[src/rtl/alu_arbiter_if.sv]
// Request, ALU and response signals of the two-requester ALU arbiter.
// The slave modport is the arbiter's view; the master modport is the surrounding environment's view.
interface alu_arbiter_if #(
  parameter int WIDTH  = 32,
  parameter int CTRL_W = 3
);
  logic              Req0Valid;
  logic              Req0Ready;
  logic [WIDTH-1:0]  Req0A;
  logic [WIDTH-1:0]  Req0B;
  logic [CTRL_W-1:0] Req0Ctrl;
  logic              Req1Valid;
  logic              Req1Ready;
  logic [WIDTH-1:0]  Req1A;
  logic [WIDTH-1:0]  Req1B;
  logic [CTRL_W-1:0] Req1Ctrl;
  logic [WIDTH-1:0]  AluA;
  logic [WIDTH-1:0]  AluB;
  logic [CTRL_W-1:0] AluControl;
  logic [WIDTH-1:0]  AluResult;
  logic              AluZero;
  logic              RspValid;
  logic              RspReady;
  logic              RspId;
  logic [WIDTH-1:0]  RspResult;
  logic              RspZero;

  modport slave (
    input  Req0Valid, Req0A, Req0B, Req0Ctrl,
    input  Req1Valid, Req1A, Req1B, Req1Ctrl,
    input  AluResult, AluZero, RspReady,
    output Req0Ready, Req1Ready,
    output AluA, AluB, AluControl,
    output RspValid, RspId, RspResult, RspZero
  );

  modport master (
    output Req0Valid, Req0A, Req0B, Req0Ctrl,
    output Req1Valid, Req1A, Req1B, Req1Ctrl,
    output AluResult, AluZero, RspReady,
    input  Req0Ready, Req1Ready,
    input  AluA, AluB, AluControl,
    input  RspValid, RspId, RspResult, RspZero
  );
endinterface

[src/rtl/alu_arbiter.sv]
// Round-robin arbiter sharing one external ALU between two requesters,
// with a registered issue stage feeding the ALU and a registered result stage.
module alu_arbiter #(
  parameter int WIDTH  = 32,
  parameter int CTRL_W = 3
) (
  input logic         clk,
  input logic         rst_n,
  alu_arbiter_if.slave bus
);

  logic              iss_valid_q, iss_valid_d;
  logic [WIDTH-1:0]  iss_a_q, iss_a_d;
  logic [WIDTH-1:0]  iss_b_q, iss_b_d;
  logic [CTRL_W-1:0] iss_ctrl_q, iss_ctrl_d;
  logic              iss_id_q, iss_id_d;
  logic              rsp_valid_q, rsp_valid_d;
  logic              rsp_id_q, rsp_id_d;
  logic [WIDTH-1:0]  rsp_result_q, rsp_result_d;
  logic              rsp_zero_q, rsp_zero_d;
  logic              last_grant_q, last_grant_d;

  logic win0_s, win1_s;
  logic ready0_s, ready1_s, accept_s;
  logic rsp_free_s, iss_adv_s, iss_free_s;

  assign rsp_free_s = ~rsp_valid_q | bus.RspReady;
  assign iss_adv_s  = iss_valid_q & rsp_free_s;
  assign iss_free_s = ~iss_valid_q | iss_adv_s;

  // Winner selection: a lone requester wins; on contention the one not granted last wins.
  always_comb begin
    win0_s = 1'b0;
    win1_s = 1'b0;
    if (bus.Req0Valid && bus.Req1Valid) begin
      win0_s = last_grant_q;
      win1_s = ~last_grant_q;
    end else begin
      win0_s = bus.Req0Valid;
      win1_s = bus.Req1Valid;
    end
  end

  // Ready is held low throughout reset so nothing is accepted while the stages are cleared.
  assign ready0_s      = rst_n & win0_s & iss_free_s;
  assign ready1_s      = rst_n & win1_s & iss_free_s;
  assign accept_s      = ready0_s | ready1_s;
  assign bus.Req0Ready = ready0_s;
  assign bus.Req1Ready = ready1_s;

  // Next-state for the issue stage, the result stage and the round-robin pointer.
  always_comb begin
    iss_valid_d  = iss_valid_q;
    iss_a_d      = iss_a_q;
    iss_b_d      = iss_b_q;
    iss_ctrl_d   = iss_ctrl_q;
    iss_id_d     = iss_id_q;
    rsp_valid_d  = rsp_valid_q;
    rsp_id_d     = rsp_id_q;
    rsp_result_d = rsp_result_q;
    rsp_zero_d   = rsp_zero_q;
    last_grant_d = last_grant_q;

    if (accept_s) begin
      iss_valid_d  = 1'b1;
      iss_id_d     = ready1_s;
      last_grant_d = ready1_s;
      if (ready1_s) begin
        iss_a_d    = bus.Req1A;
        iss_b_d    = bus.Req1B;
        iss_ctrl_d = bus.Req1Ctrl;
      end else begin
        iss_a_d    = bus.Req0A;
        iss_b_d    = bus.Req0B;
        iss_ctrl_d = bus.Req0Ctrl;
      end
    end else if (iss_adv_s) begin
      iss_valid_d = 1'b0;
    end else begin
      iss_valid_d = iss_valid_q;
    end

    // The ALU output belongs to the operation currently in the issue stage.
    if (iss_adv_s) begin
      rsp_valid_d  = 1'b1;
      rsp_id_d     = iss_id_q;
      rsp_result_d = bus.AluResult;
      rsp_zero_d   = bus.AluZero;
    end else if (bus.RspReady) begin
      rsp_valid_d = 1'b0;
    end else begin
      rsp_valid_d = rsp_valid_q;
    end
  end

  // Pipeline and arbitration state registers.
  always_ff @(posedge clk or negedge rst_n) begin
    if (!rst_n) begin
      iss_valid_q  <= 1'b0;
      iss_a_q      <= {WIDTH{1'b0}};
      iss_b_q      <= {WIDTH{1'b0}};
      iss_ctrl_q   <= {CTRL_W{1'b0}};
      iss_id_q     <= 1'b0;
      rsp_valid_q  <= 1'b0;
      rsp_id_q     <= 1'b0;
      rsp_result_q <= {WIDTH{1'b0}};
      rsp_zero_q   <= 1'b0;
      last_grant_q <= 1'b1;
    end else begin
      iss_valid_q  <= iss_valid_d;
      iss_a_q      <= iss_a_d;
      iss_b_q      <= iss_b_d;
      iss_ctrl_q   <= iss_ctrl_d;
      iss_id_q     <= iss_id_d;
      rsp_valid_q  <= rsp_valid_d;
      rsp_id_q     <= rsp_id_d;
      rsp_result_q <= rsp_result_d;
      rsp_zero_q   <= rsp_zero_d;
      last_grant_q <= last_grant_d;
    end
  end

  assign bus.AluA       = iss_a_q;
  assign bus.AluB       = iss_b_q;
  assign bus.AluControl = iss_ctrl_q;
  assign bus.RspValid   = rsp_valid_q;
  assign bus.RspId      = rsp_id_q;
  assign bus.RspResult  = rsp_result_q;
  assign bus.RspZero    = rsp_zero_q;

endmodule

[src/flat_wrapper.sv]
// flat-port wrapper written by rule: the top's interface ports become plain ports
module alu_arbiter_flat 
#(
  parameter int WIDTH  = 32,
  parameter int CTRL_W = 3
)
  (clk, rst_n, bus_Req0Valid, bus_Req0A, bus_Req0B, bus_Req0Ctrl, bus_Req1Valid, bus_Req1A, bus_Req1B, bus_Req1Ctrl, bus_AluResult, bus_AluZero, bus_RspReady, bus_Req0Ready, bus_Req1Ready, bus_AluA, bus_AluB, bus_AluControl, bus_RspValid, bus_RspId, bus_RspResult, bus_RspZero);
  alu_arbiter_if #(.WIDTH(WIDTH), .CTRL_W(CTRL_W)) bus_i ();
  input logic clk;
  input logic rst_n;
  input wire logic [$bits(bus_i.Req0Valid)-1:0] bus_Req0Valid;
  input wire logic [$bits(bus_i.Req0A)-1:0] bus_Req0A;
  input wire logic [$bits(bus_i.Req0B)-1:0] bus_Req0B;
  input wire logic [$bits(bus_i.Req0Ctrl)-1:0] bus_Req0Ctrl;
  input wire logic [$bits(bus_i.Req1Valid)-1:0] bus_Req1Valid;
  input wire logic [$bits(bus_i.Req1A)-1:0] bus_Req1A;
  input wire logic [$bits(bus_i.Req1B)-1:0] bus_Req1B;
  input wire logic [$bits(bus_i.Req1Ctrl)-1:0] bus_Req1Ctrl;
  input wire logic [$bits(bus_i.AluResult)-1:0] bus_AluResult;
  input wire logic [$bits(bus_i.AluZero)-1:0] bus_AluZero;
  input wire logic [$bits(bus_i.RspReady)-1:0] bus_RspReady;
  output wire logic [$bits(bus_i.Req0Ready)-1:0] bus_Req0Ready;
  output wire logic [$bits(bus_i.Req1Ready)-1:0] bus_Req1Ready;
  output wire logic [$bits(bus_i.AluA)-1:0] bus_AluA;
  output wire logic [$bits(bus_i.AluB)-1:0] bus_AluB;
  output wire logic [$bits(bus_i.AluControl)-1:0] bus_AluControl;
  output wire logic [$bits(bus_i.RspValid)-1:0] bus_RspValid;
  output wire logic [$bits(bus_i.RspId)-1:0] bus_RspId;
  output wire logic [$bits(bus_i.RspResult)-1:0] bus_RspResult;
  output wire logic [$bits(bus_i.RspZero)-1:0] bus_RspZero;
  assign bus_i.Req0Valid = bus_Req0Valid;
  assign bus_i.Req0A = bus_Req0A;
  assign bus_i.Req0B = bus_Req0B;
  assign bus_i.Req0Ctrl = bus_Req0Ctrl;
  assign bus_i.Req1Valid = bus_Req1Valid;
  assign bus_i.Req1A = bus_Req1A;
  assign bus_i.Req1B = bus_Req1B;
  assign bus_i.Req1Ctrl = bus_Req1Ctrl;
  assign bus_i.AluResult = bus_AluResult;
  assign bus_i.AluZero = bus_AluZero;
  assign bus_i.RspReady = bus_RspReady;
  assign bus_Req0Ready = bus_i.Req0Ready;
  assign bus_Req1Ready = bus_i.Req1Ready;
  assign bus_AluA = bus_i.AluA;
  assign bus_AluB = bus_i.AluB;
  assign bus_AluControl = bus_i.AluControl;
  assign bus_RspValid = bus_i.RspValid;
  assign bus_RspId = bus_i.RspId;
  assign bus_RspResult = bus_i.RspResult;
  assign bus_RspZero = bus_i.RspZero;
  alu_arbiter #(.WIDTH(WIDTH), .CTRL_W(CTRL_W)) u_core (.clk(clk), .rst_n(rst_n), .bus(bus_i));
endmodule
[config.mk]
export PLATFORM = sky130hd
export DESIGN_NAME = alu_arbiter_flat
export DESIGN_NICKNAME = d
export VERILOG_FILES = /design/src/rtl/alu_arbiter_if.sv /design/src/rtl/alu_arbiter.sv /design/src/flat_wrapper.sv
export SDC_FILE = /design/constraint.sdc
export NUM_CORES = 1
export LEC_CHECK = 0
export ABC_CLOCK_PERIOD_IN_PS = 2500
export BUFFER_PORTS_ARGS = -buffer_cell sky130_fd_sc_hd__buf_2
export CORE_AREA = 2 2 108 110
export DETAILED_ROUTE_END_ITERATION = 16
export DIE_AREA = 0 0 110 112
export PLACE_DENSITY = 0.77
export SYNTH_ARGS = -nofsm -noshare
export SYNTH_HDL_FRONTEND = slang
export SYNTH_SLANG_ARGS = --single-unit
[constraint.sdc]
create_clock -name clk -period 2.5 [get_ports clk]
set_input_delay 0.5 -clock clk [delete_from_list [all_inputs] [get_ports clk]]
set_output_delay 0.5 -clock clk [all_outputs]
set_load 0.02 [all_outputs]
== After elaboration in Yosys (flattened, before gate mapping) ==
Cells that the tools add are included.
Word-level totals
  output and inout bits: 104
  logic and storage cells: 33
  input bits: 172
  register bits after elaboration: 105
Operators by class
  bitwise logic cells: 11
  multiplexer cells: 9
  reductions and logical operators: 3
Operators with widths (count)
  two-way mux 32 bit: 2
  two-way mux 1 bit: 6
  bitwise AND 1 bit: 5
  nonzero test 2 bit: 2
  two-way mux 3 bit: 1
  NOT 1 bit: 3
  OR 1 bit: 3
  logical AND 1 bit: 1

== Depth between registers and ports, before layout ==
Gate-level depths: netlist of the first run.
  depth in word-level cells: 7
  mapped depth: 6
  mapped depth without buffers: 3

== Worst setup path before layout of the first run ==
Ideal clock, no wire load.
  kind: input to output
  start point: input bus_Req0Valid
  end point: output bus_Req0Ready
  arrival time: 1.370 ns
  buffers on the path: 2
  path slack: 0.630 ns
  stages: 4
  required time: 2.000 ns
  path through: inv_2 -> buf_2 -> buf_2 -> nor3_1
On the way
  cells in the longest elaborated chain, start to end: 4
Ends and longest elaborated chain
  from (decl): line flat_wrapper.sv:11  | input wire logic [$bits(bus_i.Req0Valid)-1:0] bus_Req0Valid;
  logical AND 1 bit: line alu_arbiter.sv:35  | if (bus.Req0Valid && bus.Req1Valid) begin
  two-way mux 1 bit *: line alu_arbiter.sv:35
  bitwise AND 1 bit * (2 in series): line alu_arbiter.sv:45  | assign ready0_s = rst_n & win0_s & iss_free_s;
  to (decl): line flat_wrapper.sv:22  | output wire logic [$bits(bus_i.Req0Ready)-1:0] bus_Req0Ready;
Every way passes the cells marked *; elsewhere a longest branch is shown, timed or not.

== Worst setup path in the final report of the first run ==
  start point: input rst_n
  end point: output bus_Req0Ready
On the way
  cells in the longest elaborated chain, start to end: 2
Ends and longest elaborated chain
  from (decl): line flat_wrapper.sv:10  | input logic rst_n;
  bitwise AND 1 bit (2 in series): line alu_arbiter.sv:45
Every way passes these cells.

==> reports/qor.yml, run 1 <==
clock_network:
  clock_latency_at_the_later_pin_of_the_worst_skew_pair_ns: 0.33
  clock_tree.buffer_depth: 2
  cts.hold.buffers_added: 0
  numCtsBuffers: 9
  cts.repair.resized: 0
  cts_tree: "built"
  post_cts_buffers: 0
  cts.reportedPaths.clkPinSlew_ns: 0.07
  clock-sinks: 105
  clock-root-buffer: "clkbuf_16"
  htree_levels: 3
layout:
  number_of_antenna_diodes: 0
  final_layout_size_suffix_gt1_frac: 0.576
  layout.cells.non_filler: 735
  nNetsFinal: 759
  syn2layout_area_growth_pct: 37.1
placed_design:
  placed_cells: 719
  number_of_input_and_output_port_buffers_inserted: 275
  place_congestion: 0.807
  final_hpwl_from_detailed_placement_um: 9440
timing:
  timing.final.hold_violations: 0
  final.period_utilization: 0.786
  holdWs_ns: 0.169
  worstMarginPinSlew_ns: 1.24
  setup-tns-final_ns: 0
  fmaxAchievable_mhz: 509
  worst_clock_skew_ns: 0.00673
  report.final.setup_viol: 0
  timing.slew.headroom: 0.173
  unrepaired_setup_endpoints_after_global_routing: "no"
  minimum_clock_period_after_layout_ns: 1.96
  slew_viol_final: 0
min_path:
  worst_hold_path_type: "in2async"
routing:
  met2_wirelength_um: 6480
  drc_errors: 0
  first_iter_violations: 177
  drt-pass1-iter-count: 5
  ant_nets: 0
  finalWirelength_um: 12800
  routed-via-count: 4035
  via_per_inst: 5.49
  wl_met3_um: 1090
  wirelength_met1_um: 4960
  maxUsedRoutingLayer: "met4"
  route.detailed.wl_per_inst_um: 17.4
die:
  die_h_um: 112
  ios: 276
  initial_core_utilization: 0.409
  core_area_um2: 11200
  die_width_um: 110
  std_cell_rows: 39
  design.die.area_um2: 12300
run_status:
  status: "complete, no violations"
synthesis:
  ys.flop_type: "dfrtp_1"
  postSynth.asyncResetShare: 1.00
  post-synth-top-count-cell: "dfrtp_1"
  seq_cells_post_synth: 105
  avgSynthCellArea_um2: 13.8
  synth_largest_area_cell: "dfrtp_1"
  synth.cells.most_frequent: "dfrtp_1, a2bb2oi_1, o32ai_1"
  synth.yosys.seq_area_share: 0.575
  number_of_cells_produced_by_synthesis: 332
  synth.net_count: 504
  synth_edf_count: 0
  netlist-cell-type-count: 25
  number_of_warnings_printed_during_yosys_synthesis: 0
  synthesis.area_um2: 4580
  synth.top_cell.area_share: 0.569
  netlist_top_cells_area: "dfrtp_1, a2bb2oi_1, o32ai_1"
global_routing:
  track_usage: 0.206
  first_global_vias: 4185
  grt_pass1_wl_um: 19900
  initial_antenna_violation_count: 0
  globalRoute.totalOverflow: 0
  grt_start_max_net_pins: 80
run:
  maxCapViolations: 0
power_and_ir_drop:
  cellPowerDensity_nw_per_um2: 852
  power_leakage_nw: 2.92
  ir_worst_vdd_uv: 463
critical_path:
  worstSetupStartpointType: "primary input"
  timing.critical_path.arrival_ns: 1.46
  worst-path-max-fanout: 30
  crit_type: "in2out"
  timing.critical_path.required_ns: 2.00
  crit_path_end_kind: "output pin"
[layout make-up]
| cell class | instances | area, um^2 |
|---|---|---|
| Clock buffer | 12 | 246 |
| Clock inverter | 4 | 53.8 |
| Fill cell | 976 | 4900 |
| Inverter | 1 | 3.75 |
| Multi-Input combinational cell | 185 | 1700 |
| Sequential cell | 105 | 2630 |
| Tap cell | 143 | 179 |
| Timing Repair Buffer | 285 | 1470 |
[where the power goes]
part	switching, mW	internal [mW]
registers	0.191	2.05
clock network	0.590	0.807
logic	0.977	0.732
[layout by cell type, fill, tap and decap left out]
cell,Yosys,routed
buf_2,14,274
dfrtp_1,104,104
a2bb2oi_1,67,67
o32ai_1,66,66
mux2_2,34,34
buf_4,8,10
clkbuf_16,0,9
nand2_1,4,4
nor2b_4,0,2
nand2b_1,2,2
clkbuf_1,9,2
clkinvlp_4,0,2
nand3b_4,1,1
a21bo_2,0,1
nor2_1,1,1
inv_2,1,1
nor3_1,1,1
o21ai_1,1,1
and2_2,0,1
o32ai_2,1,1
and3_1,1,1
o32a_1,1,1
o22a_1,1,1
clkbuf_8,0,1
clkinv_4,0,1
bufinv_16,0,1
buf_12,0,1
dfstp_2,1,1
[routing by layer]
layer,vias up,track usage
li1,1862,-
met3,26,0.0463
met5,-,0
met2,193,0.360
met4,0,0.0835
met1,1954,0.239
[sequential cells by signal (all words and copies together) (netlist names), 3 cells and up]
register	flops
u_core.bus.AluControl	3
u_core.bus.AluA	32
u_core.bus.AluB	32
u_core.bus.RspResult	32
[worst max-delay path: stages]
cell	delay (ns)
buf_4	0.08
buf_4	0.32
nand2_1	0.17
nor3_1	0.18
buf_2	0.20
[final timing paths]
kind	end	from	slack [ns]	cells after the start
max in group asynchronous	u_core.bus.AluB[28]	rst_n	1.02	3
max reg2reg	u_core.bus.AluB[24]	u_core.bus.RspValid	0.59	3
min reg2reg	u_core.bus.RspZero	u_core.bus.RspZero	0.50	1
min	u_core.iss_valid_q	rst_n	0.17	2
min in group clk	u_core.bus.RspResult[30]	bus_AluResult[30]	0.39	2
max	bus_Req0Ready	rst_n	0.54	5
[logic make-up (layout without fill, tap and decap cells)]
logic type             after synthesis  in the layout  share of synthesized area
AND/OR/NAND/NOR                     13             13                     0.0183
flip-flops                         105            105                      0.575
AO/OA/AOI/OAI                      138            138                      0.266
multiplexers                        34             34                     0.0837
buffers and inverters               42            302                     0.0580
[through the flow]
stage | worst slack (ns) | cell area, um^2 | utilization | power (mW)
3_3_place_gp | 0.513 | 5970 | 0.535 | 3.93
6_report | 0.535 | 6270 | 0.561 | 5.34
3_5_place_dp | 0.396 | 5970 | 0.535 | 3.99
2_1_floorplan | 0.630 | 4580 | - | 3.34
5_1_grt | 0.370 | 6270 | 0.561 | 5.62
4_1_cts | 0.509 | 6270 | 0.561 | 5.39
(Power assumes the default switching activity.)
==> run 2, diff against run 1 <==
--- a/config.mk
+++ b/config.mk
@@ -5,12 +5,13 @@
 export SDC_FILE = /design/constraint.sdc
 export NUM_CORES = 1
 export LEC_CHECK = 0
-export ABC_CLOCK_PERIOD_IN_PS = 2500
+export ABC_AREA = 1
+export ABC_CLOCK_PERIOD_IN_PS = 1610
 export BUFFER_PORTS_ARGS = -buffer_cell sky130_fd_sc_hd__buf_2
-export CORE_AREA = 2 2 108 110
+export CORE_MARGIN = 2
+export CORE_UTILIZATION = 42
 export DETAILED_ROUTE_END_ITERATION = 16
-export DIE_AREA = 0 0 110 112
-export PLACE_DENSITY = 0.77
+export PLACE_DENSITY = 0.78
 export SYNTH_ARGS = -nofsm -noshare
 export SYNTH_HDL_FRONTEND = slang
 export SYNTH_SLANG_ARGS = --single-unit
==> constraint.sdc (replaced) <==
create_clock -name clk -period 1.61 [get_ports clk]
set_input_delay 0.322 -clock clk [delete_from_list [all_inputs] [get_ports clk]]
set_output_delay 0.322 -clock clk [all_outputs]
set_load 0.02 [all_outputs]
==> reports/qor.yml, run 2 <==
critical_path:
  worstSetupStartpointType: "flip-flop"  # was primary input
  crit_path_end_kind: "output pin"  # unchanged
  crit_type: "reg2out"  # was in2out
  r2r-end: "u_core.bus.AluB[27]"  # was u_core.bus.AluB[24]
  timing.critical_path.arrival_ns: 1.34  # was 1.46 ns
  timing.critical_path.required_ns: 1.29  # was 2.00 ns
  ff2ff_setup_slack_ns: 0.05  # was 0.59 ns
  critical_path.reg2reg.startpoint: "u_core.last_grant_q"  # was u_core.bus.RspValid
  r2r_cells: 9  # was 3
  worst-path-max-fanout: 3  # was 30
die:
  std_cell_rows: 41  # was 39
  design.die.area_um2: 13700  # was 12300 um^2
  initial_core_utilization: 0.428  # was 0.409
  die_h_um: 117  # was 112 um
  ios: 276  # unchanged
  die_width_um: 117  # was 110 um
  core_area_um2: 12600  # was 11200 um^2
synthesis:
  number_of_warnings_printed_during_yosys_synthesis: 0  # unchanged
  postSynth.asyncResetShare: 1.00  # unchanged
  synth.yosys.seq_area_share: 0.488  # was 0.575
  synth.net_count: 851  # was 504
  synthSimpleGateAreaFrac: 0.297  # was 0.0183
  netlist_top_cells_area: "dfrtp_1, nand3_1, nand2_1"  # was dfrtp_1, a2bb2oi_1, o32ai_1
  synth_compound_gate_area_share: 0.00279  # was 0.266
  synth.top_cell.area_share: 0.483  # was 0.569
  seq_cells_post_synth: 105  # unchanged
  ys.flop_type: "dfrtp_1"  # unchanged
  number_of_cells_produced_by_synthesis: 679  # was 332
  synth.cells.most_frequent: "nand3_1, nand2_1, inv_1"  # was dfrtp_1, a2bb2oi_1, o32ai_1
  synth_xor_xnor_area_share: 0  # unchanged
  synthesis.area_um2: 5380  # was 4580 um^2
  synth.area.mux_share: 0.0690  # was 0.0837
  netlist-cell-type-count: 17  # was 25
  synth_largest_area_cell: "dfrtp_1"  # unchanged
  synth_top_family_by_area: "simple AND/OR/NAND/NOR gates"  # was compound AO/OA/AOI/OAI gates
  avgSynthCellArea_um2: 7.93  # was 13.8 um^2
  synth_edf_count: 0  # unchanged
  post-synth-top-count-cell: "nand3_1"  # was dfrtp_1
  synth-adder-area-share: 0  # unchanged
timing:
  worstMarginPinSlew_ns: 0.540  # was 1.24 ns
  fmaxAchievable_mhz: 603
  postLayoutSetupSlackWorst_ns: -0.0475  # was 0.535 ns
  minimum_clock_period_after_layout_ns: 1.66
  timing.slew.headroom: 0.640  # was 0.173
  slew_viol_final: 0  # unchanged
  worst_clock_skew_ns: 0.00825  # was 0.00673 ns
  timing.final.hold_violations: 0  # unchanged
  report.final.setup_viol: 2  # was 0
  unrepaired_setup_endpoints_after_global_routing: "yes"  # was no
  final.period_utilization: 1.03
placed_design:
  preCtsSetupSlack_ns: 0.0330  # was 0.396 ns
  dpl-instance-area_um2: 7050  # was 5970 um^2
  number_of_input_and_output_port_buffers_inserted: 275  # unchanged
  place_congestion: 0.805  # was 0.807
  final_hpwl_from_detailed_placement_um: 11300  # was 9440 um
routing:
  finalWirelength_um: 16500  # was 12800 um
  first_iter_violations: 419  # was 177
  via_per_inst: 4.87  # was 5.49
  routed-via-count: 5543  # was 4035
  drc_errors: 0  # unchanged
  ant_nets: 0  # unchanged
  route.detailed.wl_per_inst_um: 14.5  # was 17.4 um
  maxUsedRoutingLayer: "met4"  # unchanged
  wl_met3_um: 1250  # was 1090 um
  met2_wirelength_um: 8330  # was 6480 um
  drt-pass1-iter-count: 4  # was 5
  wirelength_met1_um: 6590  # was 4960 um
run:
  maxCapViolations: 0  # unchanged
layout:
  design_area_um2: 7810  # was 6270 um^2
  number_of_antenna_diodes: 0  # unchanged
  filler_cell_count: 1091  # was 976
  nNetsFinal: 1133  # was 759
  multi_input_area_um2: 2090  # was 1700 um^2
  final_layout_size_suffix_gt1_frac: 0.396  # was 0.576
  final_common_cell: "buf_2"  # unchanged
  commonest_non_fill_non_tap_cells_in_the_layout: "buf_2, nand3_1, nand2_1, inv_1, dfrtp_1"  # was buf_2, dfrtp_1, a2bb2oi_1, o32ai_1, mux2_2
  ff_latch_area_um2: 2630  # unchanged
  syn2layout_area_growth_pct: 45.1  # was 37.1%
run_status:
  status: "complete, but fails checks"  # was complete, no violations
  failed_checks: "setup timing"
power_and_ir_drop:
  power_internal_mw: 6.58  # was 3.59 mW
  ir_worst_vdd_uv: 495  # was 463 uV
  comb_power_share: 0.419  # was 0.320
  clock_power_share: 0.205  # was 0.261
  switchingPower_mw: 4.17  # was 1.76 mW
  cellPowerDensity_nw_per_um2: 1380  # was 852 nW/um^2
  power.switching_fraction: 0.388  # was 0.329
  p_seq_frac: 0.377  # was 0.419
  power_leakage_nw: 4.66  # was 2.92 nW
  totalPowerFinal_mw: 10.8  # was 5.34 mW
clock_network:
  numCtsBuffers: 9  # unchanged
  cts_tree: "built"  # unchanged
  clock-root-buffer: "clkbuf_16"  # unchanged
  clock-sinks: 105  # unchanged
  clock_latency_at_the_later_pin_of_the_worst_skew_pair_ns: 0.34  # was 0.33 ns
  htree_levels: 3  # unchanged
  clock_tree.buffer_depth: 2  # unchanged
  cts.reportedPaths.clkPinSlew_ns: 0.07  # about the same
global_routing:
  grt_pass1_wl_um: 22900  # was 19900 um
  initial_antenna_violation_count: 0  # unchanged
  grt_start_max_net_pins: 74  # was 80
  globalRoute.totalOverflow: 0  # unchanged
  track_usage: 0.212  # was 0.206
  first_global_vias: 4811  # was 4185
min_path:
  worst_hold_path_type: "in2async"  # unchanged
run 2: cell count changes after synthesis, moves of 3 or more:
cell	change
nand3_1	+204
inv_1	+139
nand2_1	+138
a2bb2oi_1	-67
o32ai_1	-66
buf_2	+11
buf_6	-7
nand3_2	+3
run 2: logic make-up (layout without fill, tap and decap cells):
family,count (synthesis),after routing
AO/OA/AOI/OAI,3,3
buffers and inverters,186,472
flip-flops,105,105
multiplexers,33,33
AND/OR/NAND/NOR,352,353
run 2: stage by stage:
stage	cells	hold WS, ns	TNS [ns]	utilization
detailed placement	1101	0.153	0	0.561
global route	1138	0.111	-0.242	0.621
floorplan	679	0.0264	0	-
CTS	1120	0.0987	-0.0971	0.590
finish	1138	0.0611	-0.0934	0.621
global placement	1101	0.153	0	0.561
run 2: worst max-delay path, stage by stage (launching register included):
cell and delay, ns:
dfstp_2 0.58, nand3_2 0.07, nand2_2 0.09, nand3_4 0.08, inv_2 0.06, buf_6 0.11
run 2: power groups by stage:
| stage | Clock, mW | Combinational, mW | Sequential [mW] |
|---|---|---|---|
| 3_3_place_gp | 0 | 4.15 | 4.05 |
| 4_1_cts | 2.24 | 4.26 | 4.05 |
| 2_1_floorplan | 0 | 1.43 | 5.16 |
| 6_report | 2.20 | 4.50 | 4.05 |
| 5_1_grt | 2.35 | 4.89 | 4.17 |
| 3_5_place_dp | 0 | 4.23 | 4.07 |
run 2: routing by layer:
metal | track usage | vias up
met3 | 0.0319 | 28
met5 | 0 | -
li1 | - | 2692
met2 | 0.379 | 273
met1 | 0.255 | 2550
met4 | 0.0886 | 0
run 2: how the worst max path moves through the flow:
stage,from,to,cells after the start
after floorplan,u_core.bus.RspValid,bus_Req1Ready,5
after global placement,bus_Req1Valid,bus_Req1Ready,6
after detailed placement,bus_Req1Valid,u_core.bus.AluA[13],9
after CTS,u_core.last_grant_q,bus_Req0Ready,5
after global routing,u_core.last_grant_q,bus_Req0Ready,5
final,u_core.last_grant_q,bus_Req0Ready,5
run 2: timing repair:
action	in CTS	in global routing
hold buffers	1	0
setup buffers	2	5
pin swaps	1	5
hold endpoints to repair	1	0
gates resized for setup	12	11
gates cloned	0	13
endpoints found under the setup margin	2	68
run 2: area by class of cell:
type                            instances  area share
Sequential cell                       105       0.337
Multi-Input combinational cell        389       0.267
Clock inverter                          7     0.00945
Clock buffer                            9      0.0288
Inverter                              140      0.0673
Timing Repair Buffer                  316       0.263
Tap cell                              172      0.0276
==> run 3, diff against run 2 <==
--- a/config.mk
+++ b/config.mk
@@ -8,7 +8,6 @@
 export ABC_AREA = 1
 export ABC_CLOCK_PERIOD_IN_PS = 1610
 export BUFFER_PORTS_ARGS = -buffer_cell sky130_fd_sc_hd__buf_2
-export CORE_MARGIN = 2
 export CORE_UTILIZATION = 42
 export DETAILED_ROUTE_END_ITERATION = 16
 export PLACE_DENSITY = 0.78
==> reports/qor.yml, run 3 (synthesis results as in run 2) <==
clock_network:
  clock_latency_at_the_later_pin_of_the_worst_skew_pair_ns: 0.34  # about the same
  clock_tree.buffer_depth: 2  # unchanged
  numCtsBuffers: 9  # unchanged
  clock-root-buffer: "clkbuf_16"  # unchanged
  cts.hold.buffers_added: 0  # was 1
  cts.reportedPaths.clkPinSlew_ns: 0.08  # was 0.07 ns
  clock-sinks: 105  # unchanged
  cts_tree: "built"  # unchanged
  htree_levels: 3  # unchanged
critical_path:
  crit_type: "reg2out"  # unchanged
  critical_path.reg2reg.startpoint: "u_core.last_grant_q"  # unchanged
  critPathLaunch: "u_core.last_grant_q"  # unchanged
  timing.critical_path.arrival_ns: 1.39  # was 1.34 ns
  r2r-end: "u_core.bus.AluA[28]"  # was u_core.bus.AluB[27]
  ff2ff_setup_slack_ns: -0.06  # was 0.05 ns
  crit_path_end: "bus_Req0Ready"  # unchanged
  r2r_cells: 9  # unchanged
  crit_path_end_kind: "output pin"  # unchanged
  timing.critical_path.required_ns: 1.29  # about the same
  worst-path-max-fanout: 4  # was 3
  worstSetupStartpointType: "flip-flop"  # unchanged
timing:
  report.final.setup_viol: 47  # was 2
  minimum_clock_period_after_layout_ns: 1.71  # was 1.66 ns
  fmaxAchievable_mhz: 585  # was 603 MHz
  timing.slew.headroom: 0.672  # was 0.640
  holdWs_ns: 0.0689  # was 0.0611 ns
  postLayoutSetupSlackWorst_ns: -0.0999  # was -0.0475 ns
  unrepaired_setup_endpoints_after_global_routing: "yes"  # unchanged
  worst_clock_skew_ns: 0.00914  # was 0.00825 ns
  worstMarginPinSlew_ns: 0.492  # was 0.540 ns
  final.period_utilization: 1.06  # was 1.03
  slew_viol_final: 0  # unchanged
  timing.final.hold_violations: 0  # unchanged
run:
  maxCapViolations: 0  # unchanged
power_and_ir_drop:
  power_leakage_nw: 4.65  # was 4.66 nW
  cellPowerDensity_nw_per_um2: 1380  # about the same
  ir_worst_vdd_uv: 708  # was 495 uV
global_routing:
  first_global_vias: 5000  # was 4811
  initial_antenna_violation_count: 0  # unchanged
  track_usage: 0.231  # was 0.212
  grt_start_max_net_pins: 41  # was 74
  grt_pass1_wl_um: 23900  # was 22900 um
  globalRoute.totalOverflow: 0  # unchanged
routing:
  finalWirelength_um: 16600  # was 16500 um
  drt-pass1-iter-count: 5  # was 4
  via_per_inst: 4.84  # was 4.87
  drc_errors: 0  # unchanged
  route.detailed.wl_per_inst_um: 14.6  # was 14.5 um
  ant_nets: 0  # unchanged
  routed-via-count: 5488  # was 5543
  first_iter_violations: 325  # was 419
layout:
  final_common_cell: "buf_2"  # unchanged
  multi_input_area_um2: 2150  # was 2090 um^2
  number_of_antenna_diodes: 0  # unchanged
  nNetsFinal: 1134  # was 1133
  final_layout_size_suffix_gt1_frac: 0.410  # was 0.396
  ff_latch_area_um2: 2630  # unchanged
  commonest_non_fill_non_tap_cells_in_the_layout: "buf_2, nand3_1, nand2_1, inv_1, dfrtp_1"  # unchanged
  syn2layout_area_growth_pct: 45.2  # was 45.1%
  filler_cell_count: 1033  # was 1091
die:
  die_width_um: 115  # was 117 um
  die_h_um: 115  # was 117 um
  initial_core_utilization: 0.439  # was 0.428
  std_cell_rows: 40  # was 41
  core_area_um2: 12300  # was 12600 um^2
  ios: 276  # unchanged
  design.die.area_um2: 13300  # was 13700 um^2
min_path:
  worst_hold_path_type: "in2async"  # unchanged
placed_design:
  final_hpwl_from_detailed_placement_um: 11400  # was 11300 um
  number_of_input_and_output_port_buffers_inserted: 275  # unchanged
  place_congestion: 0.838  # was 0.805
  preCtsSetupSlack_ns: -0.0610  # was 0.0330 ns
run_status:
  failed_checks: "setup timing"  # unchanged
  status: "complete, but fails checks"  # unchanged
run 3: how the worst min path moves through the flow:
stage                     endpoint  depth (start not counted)  start  slack (ns)
3_5_place_dp   u_core.bus.AluA[30]                          2  rst_n        0.43
4_1_cts        u_core.bus.AluA[25]                          2  rst_n        0.07
5_1_grt        u_core.bus.AluA[25]                          2  rst_n        0.09
2_1_floorplan   u_core.bus.AluA[0]                          0  rst_n        0.03
6_report       u_core.bus.AluA[25]                          2  rst_n        0.07
3_3_place_gp    u_core.bus.AluB[4]                          2  rst_n        0.42
run 3: report_power, final:
| part | switching, mW | internal, mW | total (mW) |
|---|---|---|---|
| registers | 0.506 | 3.55 | 4.05 |
| clock network | 1.05 | 1.10 | 2.15 |
| logic | 2.74 | 1.82 | 4.55 |
| total | 4.29 | 6.46 | 10.8 |
run 3: repair_timing:
item | in CTS | in global routing
gates cloned | 0 | 12
resized for setup | 14 | 35
setup endpoints to repair | 2 | 65
pin swaps | 3 | 6
setup buffers | 4 | 1
run 3: stage by stage:
stage	TNS, ns	util	instance area, um^2	total power [mW]	instances
floorplan	0	-	5380	6.59	679
global placement	-0.0251	0.573	7020	8.22	1103
detailed placement	-0.180	0.573	7020	8.32	1103
CTS	-0.256	0.604	7410	10.5	1123
global route	-5.73	0.637	7820	11.4	1135
finish	-2.04	0.637	7820	10.8	1135
run 3: critical path, stage by stage, from the launching register on:
cell	delay (ns)
dfstp_2	0.60
nand3_2	0.09
nand2_2	0.10
nand3_4	0.08
inv_2	0.06
buf_6	0.11
run 3: final cells by class:
type | instances | share of cell area
repair buffers | 317 | 0.257
inverters | 140 | 0.0672
multi-input cells | 389 | 0.275
clock inverters | 7 | 0.00880
well taps | 168 | 0.0269
flip-flops and latches | 105 | 0.336
clock buffers | 9 | 0.0288
run 3: per-layer routing:
metal  routed length, um  vias to the layer above  global-route usage
met5                   0                        -                   0
met1                6890                     2537               0.280
li1                    -                     2687                   -
met4                 260                        0              0.0597
met3                1290                       22              0.0606
met2                8170                      242               0.409
